--- src/rtl/mac_output_fifo_if.sv ---
// Sample streams around mac_output_fifo: the MAC-side input (no backpressure)
// and the valid/ready output toward the consumer.
interface mac_output_fifo_if #(
    parameter int IN_WIDTH  = 20,
    parameter int OUT_WIDTH = 12
);
    logic signed [IN_WIDTH-1:0]  f_in;
    logic                        valid_in;
    logic signed [OUT_WIDTH-1:0] data_out;
    logic                        valid_out;
    logic                        ready_out;

    // master: the environment that feeds MAC results in and drains samples out
    modport master (
        output f_in, valid_in, ready_out,
        input  data_out, valid_out
    );

    modport slave (
        input  f_in, valid_in, ready_out,
        output data_out, valid_out
    );
endinterface

--- src/rtl/mac_output_fifo.sv ---
// Scales and saturates MAC results, buffers them in a first-word-fall-through
// FIFO and drains through valid/ready; sticky overflow/saturation status.
module mac_output_fifo #(
    parameter int IN_WIDTH  = 20,
    parameter int OUT_WIDTH = 12,
    parameter int SHIFT     = 4,
    parameter int DEPTH     = 8
) (
    input  logic                       clk,
    input  logic                       reset,
    mac_output_fifo_if.slave           bus,
    input  logic                       clear_flags,
    output logic [$clog2(DEPTH+1)-1:0] count,
    output logic                       overflow,
    output logic                       sat_flag
);
    localparam int PW = $clog2(DEPTH);
    localparam int CW = $clog2(DEPTH + 1);
    localparam int MAX_I = 2 ** (OUT_WIDTH - 1) - 1;
    localparam int MIN_I = -(2 ** (OUT_WIDTH - 1));
    localparam logic signed [IN_WIDTH-1:0] SAT_MAX = IN_WIDTH'(MAX_I);
    localparam logic signed [IN_WIDTH-1:0] SAT_MIN = IN_WIDTH'(MIN_I);

    logic [OUT_WIDTH-1:0]       mem [DEPTH];
    logic [PW-1:0]              wptr;
    logic [PW-1:0]              rptr;
    logic signed [IN_WIDTH-1:0] shifted;
    logic [OUT_WIDTH-1:0]       scaled;
    logic                       clamp;
    logic                       not_empty;
    logic                       push;
    logic                       pop;
    logic                       drop;

    function automatic logic [PW-1:0] next_ptr(input logic [PW-1:0] p);
        return (p == PW'(DEPTH - 1)) ? '0 : p + PW'(1);
    endfunction

    // Floor-rounding arithmetic shift, then clamp to the signed output range.
    always_comb begin
        shifted = bus.f_in >>> SHIFT;
        clamp   = 1'b0;
        scaled  = shifted[OUT_WIDTH-1:0];
        if (shifted > SAT_MAX) begin
            clamp  = 1'b1;
            scaled = OUT_WIDTH'(MAX_I);
        end else if (shifted < SAT_MIN) begin
            clamp  = 1'b1;
            scaled = OUT_WIDTH'(MIN_I);
        end
    end

    always_comb begin
        not_empty = (count != '0);
        pop       = not_empty && bus.ready_out;
        push      = bus.valid_in && ((count < CW'(DEPTH)) || pop);
        drop      = bus.valid_in && !push;
    end

    assign bus.valid_out = not_empty;
    assign bus.data_out  = not_empty ? mem[rptr] : '0;

    // NOTE: storage has no reset; count gates data_out, so stale entries are never visible.
    always_ff @(posedge clk) begin
        if (push) begin
            mem[wptr] <= scaled;
        end
    end

    always_ff @(posedge clk or posedge reset) begin
        if (reset) begin
            wptr     <= '0;
            rptr     <= '0;
            count    <= '0;
            overflow <= 1'b0;
            sat_flag <= 1'b0;
        end else begin
            if (push) begin
                wptr <= next_ptr(wptr);
            end
            if (pop) begin
                rptr <= next_ptr(rptr);
            end
            case ({push, pop})
                2'b10:   count <= count + CW'(1);
                2'b01:   count <= count - CW'(1);
                default: count <= count;
            endcase
            // A set event in the same cycle as clear_flags keeps the flag high.
            overflow <= (overflow && !clear_flags) || drop;
            sat_flag <= (sat_flag && !clear_flags) || (push && clamp);
        end
    end
endmodule

--- src/flat_wrapper.sv ---
// flat-port wrapper written by rule: the top's interface ports become plain ports
module mac_output_fifo_flat 
#(
    parameter int IN_WIDTH  = 20,
    parameter int OUT_WIDTH = 12,
    parameter int SHIFT     = 4,
    parameter int DEPTH     = 8
)
  (clk, reset, clear_flags, count, overflow, sat_flag, bus_f_in, bus_valid_in, bus_ready_out, bus_data_out, bus_valid_out);
  mac_output_fifo_if #(.IN_WIDTH(IN_WIDTH), .OUT_WIDTH(OUT_WIDTH)) bus_i ();
  input  logic clk;
  input  logic reset;
  input  logic clear_flags;
  output logic [$clog2(DEPTH+1)-1:0] count;
  output logic overflow;
  output logic sat_flag;
  input wire logic [$bits(bus_i.f_in)-1:0] bus_f_in;
  input wire logic [$bits(bus_i.valid_in)-1:0] bus_valid_in;
  input wire logic [$bits(bus_i.ready_out)-1:0] bus_ready_out;
  output wire logic [$bits(bus_i.data_out)-1:0] bus_data_out;
  output wire logic [$bits(bus_i.valid_out)-1:0] bus_valid_out;
  assign bus_i.f_in = bus_f_in;
  assign bus_i.valid_in = bus_valid_in;
  assign bus_i.ready_out = bus_ready_out;
  assign bus_data_out = bus_i.data_out;
  assign bus_valid_out = bus_i.valid_out;
  mac_output_fifo #(.IN_WIDTH(IN_WIDTH), .OUT_WIDTH(OUT_WIDTH), .SHIFT(SHIFT), .DEPTH(DEPTH)) u_core (.clk(clk), .reset(reset), .bus(bus_i), .clear_flags(clear_flags), .count(count), .overflow(overflow), .sat_flag(sat_flag));
endmodule
--- config.mk ---
export PLATFORM = sky130hd
export DESIGN_NAME = mac_output_fifo_flat
export DESIGN_NICKNAME = d
export VERILOG_FILES = /design/src/rtl/mac_output_fifo_if.sv /design/src/rtl/mac_output_fifo.sv /design/src/flat_wrapper.sv
export SDC_FILE = /design/constraint.sdc
export NUM_CORES = 1
export LEC_CHECK = 0
export ABC_AREA = 0
export CAP_MARGIN = 0
export CORE_MARGIN = 5
export CORE_UTILIZATION = 55
export CTS_BUF_LIST = sky130_fd_sc_hd__clkbuf_8
export DETAILED_ROUTE_END_ITERATION = 10
export PLACE_DENSITY = 0.76
export SETUP_SLACK_MARGIN = 0.4
export SYNTH_ARGS = -nofsm -noshare
export SYNTH_HDL_FRONTEND = slang
export SYNTH_SLANG_ARGS = --single-unit
--- constraint.sdc ---
create_clock -name clk -period 3.6 [get_ports clk]
set_input_delay 0.72 -clock clk [delete_from_list [all_inputs] [get_ports clk]]
set_output_delay 0.72 -clock clk [all_outputs]
set_load 0.02 [all_outputs]
# Word level (Yosys, flattened, before mapping)
# Memories as Yosys holds them, arrays and structs flattened.
# Index checks and enable logic that the tools add are counted.
[word_totals]
ramBits = 96
memories = 1
output_inout_bits = 19
reg_bits = 12
in_bits = 25
elab_cells = 40
[memory_table]
columns = ["memory", "depth", "word_bits", "rd", "rd_clocked_by_memory_dff", "wr", "line", "text"]
rows = [
  ["u_core.mem", 8, 12, 1, 0, 1, "mac_output_fifo.sv:24", "logic [OUT_WIDTH-1:0] mem [DEPTH];"],
]
[op_classes]
n_eq_ne = 4
n_addsub = 4
mux = 10
magnitude_cmp = 3
n_reduce_logical = 13
[op_table]
columns = ["operator", "count"]
rows = [
  ["$mux 12", 3],
  ["$gt 16x12->1 const B", 1],
  ["$lt 16x12->1 const B", 1],
  ["$pmux 4 s2", 1],
  ["$add 3x1->3 const B", 2],
  ["$eq 3x3->1 const B", 2],
  ["$logic_and 1x1->1", 6],
  ["$mux 3", 2],
  ["$add 4x1->4 const B", 1],
  ["$lt 4x4->1 const B", 1],
  ["$mux 1", 4],
  ["$reduce_bool 4->1", 1],
  ["$sub 4x1->4 const B", 1],
  ["$logic_or 1x1->1", 3],
  ["$eq 2x1->1 const B", 1],
  ["$eq 2x2->1 const B", 1],
  ["$logic_not 1->1", 2],
  ["$reduce_bool 2->1", 1],
]

# Depth between registers and ports, before layout
[logic_depth]
word_depth = 7
depth_mapped = 9
mapped_depth_nobuf = 9

# Least setup slack after synthesis
# No wires, ideal clock.
[synth_timing]
path_kind = "reg2reg"
from = "reg u_core.count[0]"
to = "reg u_core.count[3]"
t_arrival_ps = 2662
setup_ps = 90
synth_period_minus_slack_ps = 2752
path_buffers = 1
setup_slack_ps = 848
path_stages_with_launch = 9
required_time_ps = 3510
path_cell_list = "dfrtp_1 -> or4_4 -> nand2_1 -> inv_1 -> ha_1 -> clkbuf_1 -> or4b_2 -> a21o_1 -> o221ai_1"
[synth_via]
elab_chain_len = 6
word_cells_on_any_way = 11
cone_classes = "2 x add/sub; 1 x order compare; 2 x eq/ne; 1 x mux; 5 x reduce/logical"
[synth_lines]
columns = ["element", "line", "text"]
rows = [
  ["from (decl)", "mac_output_fifo.sv:13", "output logic [$clog2(DEPTH+1)-1:0] count,"],
  ["from (signal assigned)", "mac_output_fifo.sv:85", "2'b10: count <= count + CW'(1);"],
  ["from (signal assigned)", "mac_output_fifo.sv:86", "2'b01: count <= count - CW'(1);"],
  ["from (signal assigned)", "mac_output_fifo.sv:87", "default: count <= count;"],
  ["$reduce_bool 4->1 (*)", "mac_output_fifo.sv:54", "not_empty = (count != '0);"],
  ["net bus_valid_out", "flat_wrapper.sv:21", "output wire logic [$bits(bus_i.valid_out)-1:0] bus_valid_out;"],
  ["$logic_and 1x1->1 (*)", "mac_output_fifo.sv:55", "pop = not_empty && bus.ready_out;"],
  ["net u_core.pop", "mac_output_fifo.sv:32", "logic pop;"],
  ["$logic_or 1x1->1", "mac_output_fifo.sv:56", "push = bus.valid_in && ((count < CW'(DEPTH)) || pop);"],
  ["$logic_and 1x1->1", "mac_output_fifo.sv:56", ""],
  ["$eq 2x1->1 or $eq 2x2->1 (tied branches)", "mac_output_fifo.sv:84", "case ({push, pop})"],
  ["$pmux 4 s2 or $reduce_bool 2->1 (tied branches)", "--", ""],
]
# The timed path passes the listed nets; every way through them passes the cells marked *.
# A chain may end at the register's enable or synchronous reset.

# Worst setup path in the final report
[layout_timing]
from = "reg u_core.count[1]"
to = "out bus_data_out[5]"
[layout_via]
elab_chain_len = 2
[layout_lines]
columns = ["element", "line", "text"]
rows = [
  ["$reduce_bool 4->1", "mac_output_fifo.sv:54", ""],
  ["$mux 12", "mac_output_fifo.sv:61", "assign bus.data_out = not_empty ? mem[rptr] : '0;"],
  ["to (decl)", "flat_wrapper.sv:20", "output wire logic [$bits(bus_i.data_out)-1:0] bus_data_out;"],
]
# No other way between the ends.

==> flow_summary.html <==
<table>
<tr><th>Metric</th><th>Value</th></tr>
<tr><th colspan="2">Run status</th></tr>
<tr><td>Run status</td><td>finished clean</td></tr>
<tr><th colspan="2">Synth</th></tr>
<tr><td>Synth Area per Inst</td><td>19.2 um^2</td></tr>
<tr><td>EDFF count, synth</td><td>96</td></tr>
<tr><td>Count of synthesis-stage warnings from yosys</td><td>0</td></tr>
<tr><td>Post-synthesis cell count</td><td>232</td></tr>
<tr><td>Distinct cell type count of the synthesized netlist</td><td>35</td></tr>
<tr><td>Area fraction of the dominant cell type after synthesis</td><td>64.7%</td></tr>
<tr><td>Number of synthesized register bits</td><td>108</td></tr>
<tr><td>Synth area leaders</td><td>edfxtp_1 (65%), mux4_2 (12%), dfrtp_1 (6.7%)</td></tr>
<tr><td>FFs w/ async S/R, synth</td><td>11.1%</td></tr>
<tr><td>Sequential share of the synthesized area</td><td>71.4%</td></tr>
<tr><td>Syn Nets</td><td>264</td></tr>
<tr><td>Most frequently used flop master after synthesis</td><td>edfxtp_1</td></tr>
<tr><td>Post-synthesis instance area</td><td>4460 um^2</td></tr>
<tr><td>Cell type with the highest aggregate area in the netlist</td><td>edfxtp_1</td></tr>
<tr><th colspan="2">Global route</th></tr>
<tr><td>Number of global-route vias before repair</td><td>2410</td></tr>
<tr><td>Wire length of the first global-routing pass</td><td>13200 um</td></tr>
<tr><td>Initial antenna violation count</td><td>0</td></tr>
<tr><td>Total grt overflow</td><td>0</td></tr>
<tr><td>Pin count of the biggest net entering global routing</td><td>20</td></tr>
<tr><td>Overall global routing resource usage</td><td>18.1%</td></tr>
<tr><th colspan="2">Timing</th></tr>
<tr><td>Unrepaired setup endpoints after global routing</td><td>false</td></tr>
<tr><td>Relative max-transition margin</td><td>65.0%</td></tr>
<tr><td>Shortest period the worst path allows</td><td>3.12 ns</td></tr>
<tr><td>Number of hold violations in the final report</td><td>0</td></tr>
<tr><td>Setup violation total in the final timing report</td><td>0</td></tr>
<tr><td>Hold WS</td><td>0.544 ns</td></tr>
<tr><td>Least-Margin Pin Slew</td><td>0.524 ns</td></tr>
<tr><td>Final number of max-transition violations</td><td>0</td></tr>
<tr><td>Setup WS post-layout</td><td>0.480 ns</td></tr>
<tr><td>Final worst path period share</td><td>86.7%</td></tr>
<tr><td>Fmax</td><td>0.320 GHz</td></tr>
<tr><td>Final Skew</td><td>0.00800 ns</td></tr>
<tr><td>Setup total negative slack</td><td>0 ns</td></tr>
<tr><th colspan="2">Detailed routing</th></tr>
<tr><td>DR top layer</td><td>met4</td></tr>
<tr><td>Detail-routed net length per standard cell</td><td>21.4 um</td></tr>
<tr><td>Routed wire length on met3</td><td>523 um</td></tr>
<tr><td>Met1 layer wirelength in the final routing</td><td>3540 um</td></tr>
<tr><td>Vias per std cell</td><td>5.80</td></tr>
<tr><td>Drt drc</td><td>0</td></tr>
<tr><td>Vias</td><td>2268</td></tr>
<tr><td>DR pass1 iterations</td><td>4</td></tr>
<tr><td>Final antenna-violating net count</td><td>0</td></tr>
<tr><td>DRT Wirelength</td><td>8370 um</td></tr>
<tr><td>Met2 Routed Length</td><td>4230 um</td></tr>
<tr><td>Number of DRC violations after detailed-routing iteration 0</td><td>160</td></tr>
<tr><th colspan="2">Worst setup path</th></tr>
<tr><td>Terminus of the critical flop-to-flop path</td><td>u_core.count[3]</td></tr>
<tr><td>R2R Path Start</td><td>u_core.count[1]</td></tr>
<tr><td>CP Data Required Time</td><td>2.88 ns</td></tr>
<tr><td>Critical Path End Type</td><td>output pin</td></tr>
<tr><td>R2R cell count</td><td>7</td></tr>
<tr><td>Type of the worst setup path</td><td>reg2out</td></tr>
<tr><td>Peak fanout along the critical path</td><td>12</td></tr>
<tr><td>Startpoint type of the worst setup path</td><td>flop</td></tr>
<tr><td>Flop-to-flop setup slack</td><td>0.89 ns</td></tr>
<tr><td>Critical path data arrival time</td><td>2.40 ns</td></tr>
<tr><th colspan="2">Power</th></tr>
<tr><td>Switching power as a share of total power</td><td>33.6%</td></tr>
<tr><td>Sw Pwr</td><td>0.00137 W</td></tr>
<tr><td>Overall Power</td><td>0.00408 W</td></tr>
<tr><td>Part of the total power dissipated in sequential elements</td><td>43.0%</td></tr>
<tr><td>Power per unit of standard cell area</td><td>775 nW/um^2</td></tr>
<tr><td>Total internal power</td><td>0.00271 W</td></tr>
<tr><td>Maximum resistive drop on vdd</td><td>0.430 mV</td></tr>
<tr><td>Gate power share</td><td>40.3%</td></tr>
<tr><td>Leak pwr</td><td>1.86 nW</td></tr>
<tr><td>Clock power share</td><td>16.7%</td></tr>
<tr><th colspan="2">Job</th></tr>
<tr><td>Number of max-cap violations</td><td>0</td></tr>
<tr><th colspan="2">Finish</th></tr>
<tr><td>P&amp;R area growth vs syn</td><td>18.2%</td></tr>
<tr><td>Most frequent standard cell in the layout excluding fill and tap cells</td><td>edfxtp_1</td></tr>
<tr><td>Footprint of the multi-input gates</td><td>1210 um^2</td></tr>
<tr><td>Fill cell count</td><td>524</td></tr>
<tr><td>Total number of nets in the final design</td><td>316</td></tr>
<tr><td>Diode insertion count for antenna repair</td><td>0</td></tr>
<tr><td>Layout cell share with drive strength beyond 1</td><td>26.0%</td></tr>
<tr><td>Commonest cells after routing, fill and taps aside</td><td>edfxtp_1 (96), clkdlybuf4s50_1 (31), mux4_2 (24)</td></tr>
<tr><td>Flip-flop and latch area</td><td>3190 um^2</td></tr>
<tr><th colspan="2">Floorplan</th></tr>
<tr><td>Floorplan row count</td><td>32</td></tr>
<tr><td>Horizontal die dimension</td><td>100 um</td></tr>
<tr><td>Top-level I/O count</td><td>44</td></tr>
<tr><td>Core box area</td><td>7810 um^2</td></tr>
<tr><td>Starting density of the core</td><td>57.1%</td></tr>
<tr><td>Die Area</td><td>10000 um^2</td></tr>
<tr><td>Height of the chip</td><td>100 um</td></tr>
<tr><th colspan="2">Worst hold path</th></tr>
<tr><td>Worst hold path endpoint</td><td>u_core.overflow</td></tr>
<tr><td>Hold Path Depth</td><td>2</td></tr>
<tr><td>Startpoint of the most critical hold path</td><td>u_core.overflow</td></tr>
<tr><td>Worst hold path class</td><td>reg2reg</td></tr>
<tr><th colspan="2">CTS</th></tr>
<tr><td>Maximum count of clock buffers along a single path</td><td>2</td></tr>
<tr><td>Clock sink count</td><td>108</td></tr>
<tr><td>Total CTS buffers</td><td>9</td></tr>
<tr><td>Insertion delay to the later sink of the worst-skew pair</td><td>0.36 ns</td></tr>
<tr><td>Clock tree from TritonCTS</td><td>built</td></tr>
<tr><td>Root buf cell</td><td>clkbuf_8</td></tr>
<tr><td>Number of levels in the clock H-tree</td><td>3</td></tr>
<tr><td>Clock transition at the registers of the reported paths</td><td>0.10 ns</td></tr>
<tr><th colspan="2">Placement</th></tr>
<tr><td>HPWL Detailed</td><td>5210 um</td></tr>
<tr><td>Count of input and output buffers</td><td>39</td></tr>
<tr><td>Final estimated routing congestion in global placement</td><td>0.730</td></tr>
<tr><td>Setup Slack @ Placement</td><td>0.384 ns</td></tr>
</table>
## worst max path at each step
stage / startpoint / end / slack [ns]
6_report: u_core.count[1] / bus_data_out[5] / 0.48
2_1_floorplan: u_core.count[0] / u_core.count[3] / 0.85
5_1_grt: u_core.count[0] / bus_data_out[6] / 0.40
4_1_cts: u_core.count[0] / bus_data_out[11] / 0.39
3_3_place_gp: u_core.count[1] / bus_data_out[11] / 0.38
3_5_place_dp: u_core.count[1] / bus_data_out[11] / 0.38
## metal layers
layer,vias to the layer above,global-route usage [%]
met2,63,29.6
met3,6,3.89
met4,0,6.11
met5,-,0
met1,1150,24.5
li1,1049,-
## logic make-up after synthesis
kind of cell / share of synthesized area [%]
compound gates: 5.53
xor+xnor: 0.590
fa+ha+maj: 1.97
buf+inv: 2.11
flops: 71.4
mux: 14.3
simple gates: 4.04
## state kept, by name, summed over array words and instances, names as in the netlist
| name | count |
|---|---|
| u_core.rptr | 3 |
| u_core.count | 4 |
| u_core.wptr | 3 |
| u_core.overflow | 1 |
| u_core.sat_flag | 1 |
| u_core.mem | 96 |
## critical path: stages, from the launching register on
cell and delay [ns]:
dfrtp_2 0.48, or4_4 0.57, and2_4 0.25, a22o_1 0.22
clkdlybuf4s50_1 0.53
## layout make-up
class | count | share of cell area (%)
timing repair buffer | 53 | 10.1
multi-input combinational | 105 | 23.0
tap | 102 | 2.42
clock buffer | 9 | 2.35
clock inverter | 7 | 1.07
inverter | 7 | 0.499
sequential | 108 | 60.5
## stage by stage
step / instances / util [%] / area [um^2]
finish: 391 / 67.5 / 5270
global route: 391 / 67.5 / 5270
CTS: 390 / 67.2 / 5240
detailed placement: 374 / 64.8 / 5060
global placement: 374 / 64.8 / 5060
floorplan: 232 / - / 4460
## power by group through the flow
stage	clock, W	sequential (W)	combinational (W)
floorplan	0	0.00174	0.00109
global placement	0	0.00178	0.00164
detailed placement	0	0.00179	0.00168
CTS	0.000693	0.00177	0.00168
global route	0.000753	0.00179	0.00177
finish	0.000683	0.00176	0.00165
## repair_timing
item                                    4_1_cts  5_1_grt
setup buffers                                 0        1
endpoints found under the setup margin       12       10
gates resized for setup                       6        8
hold buffers                                  0        0
## cell usage after synthesis (all sizes together) (2+ instances only)
master  count
nor3        4
mux2i       2
inv         7
edfxtp     96
nor2b       4
nor2        6
o22ai       2
o21a       12
clkbuf      6
buf         6
xnor2       2
a22o       12
nand2       4
or4         3
nand2b      3
dfrtp      12
ha          7
mux4       24
mux2        7
(Power assumes the default switching activity.)
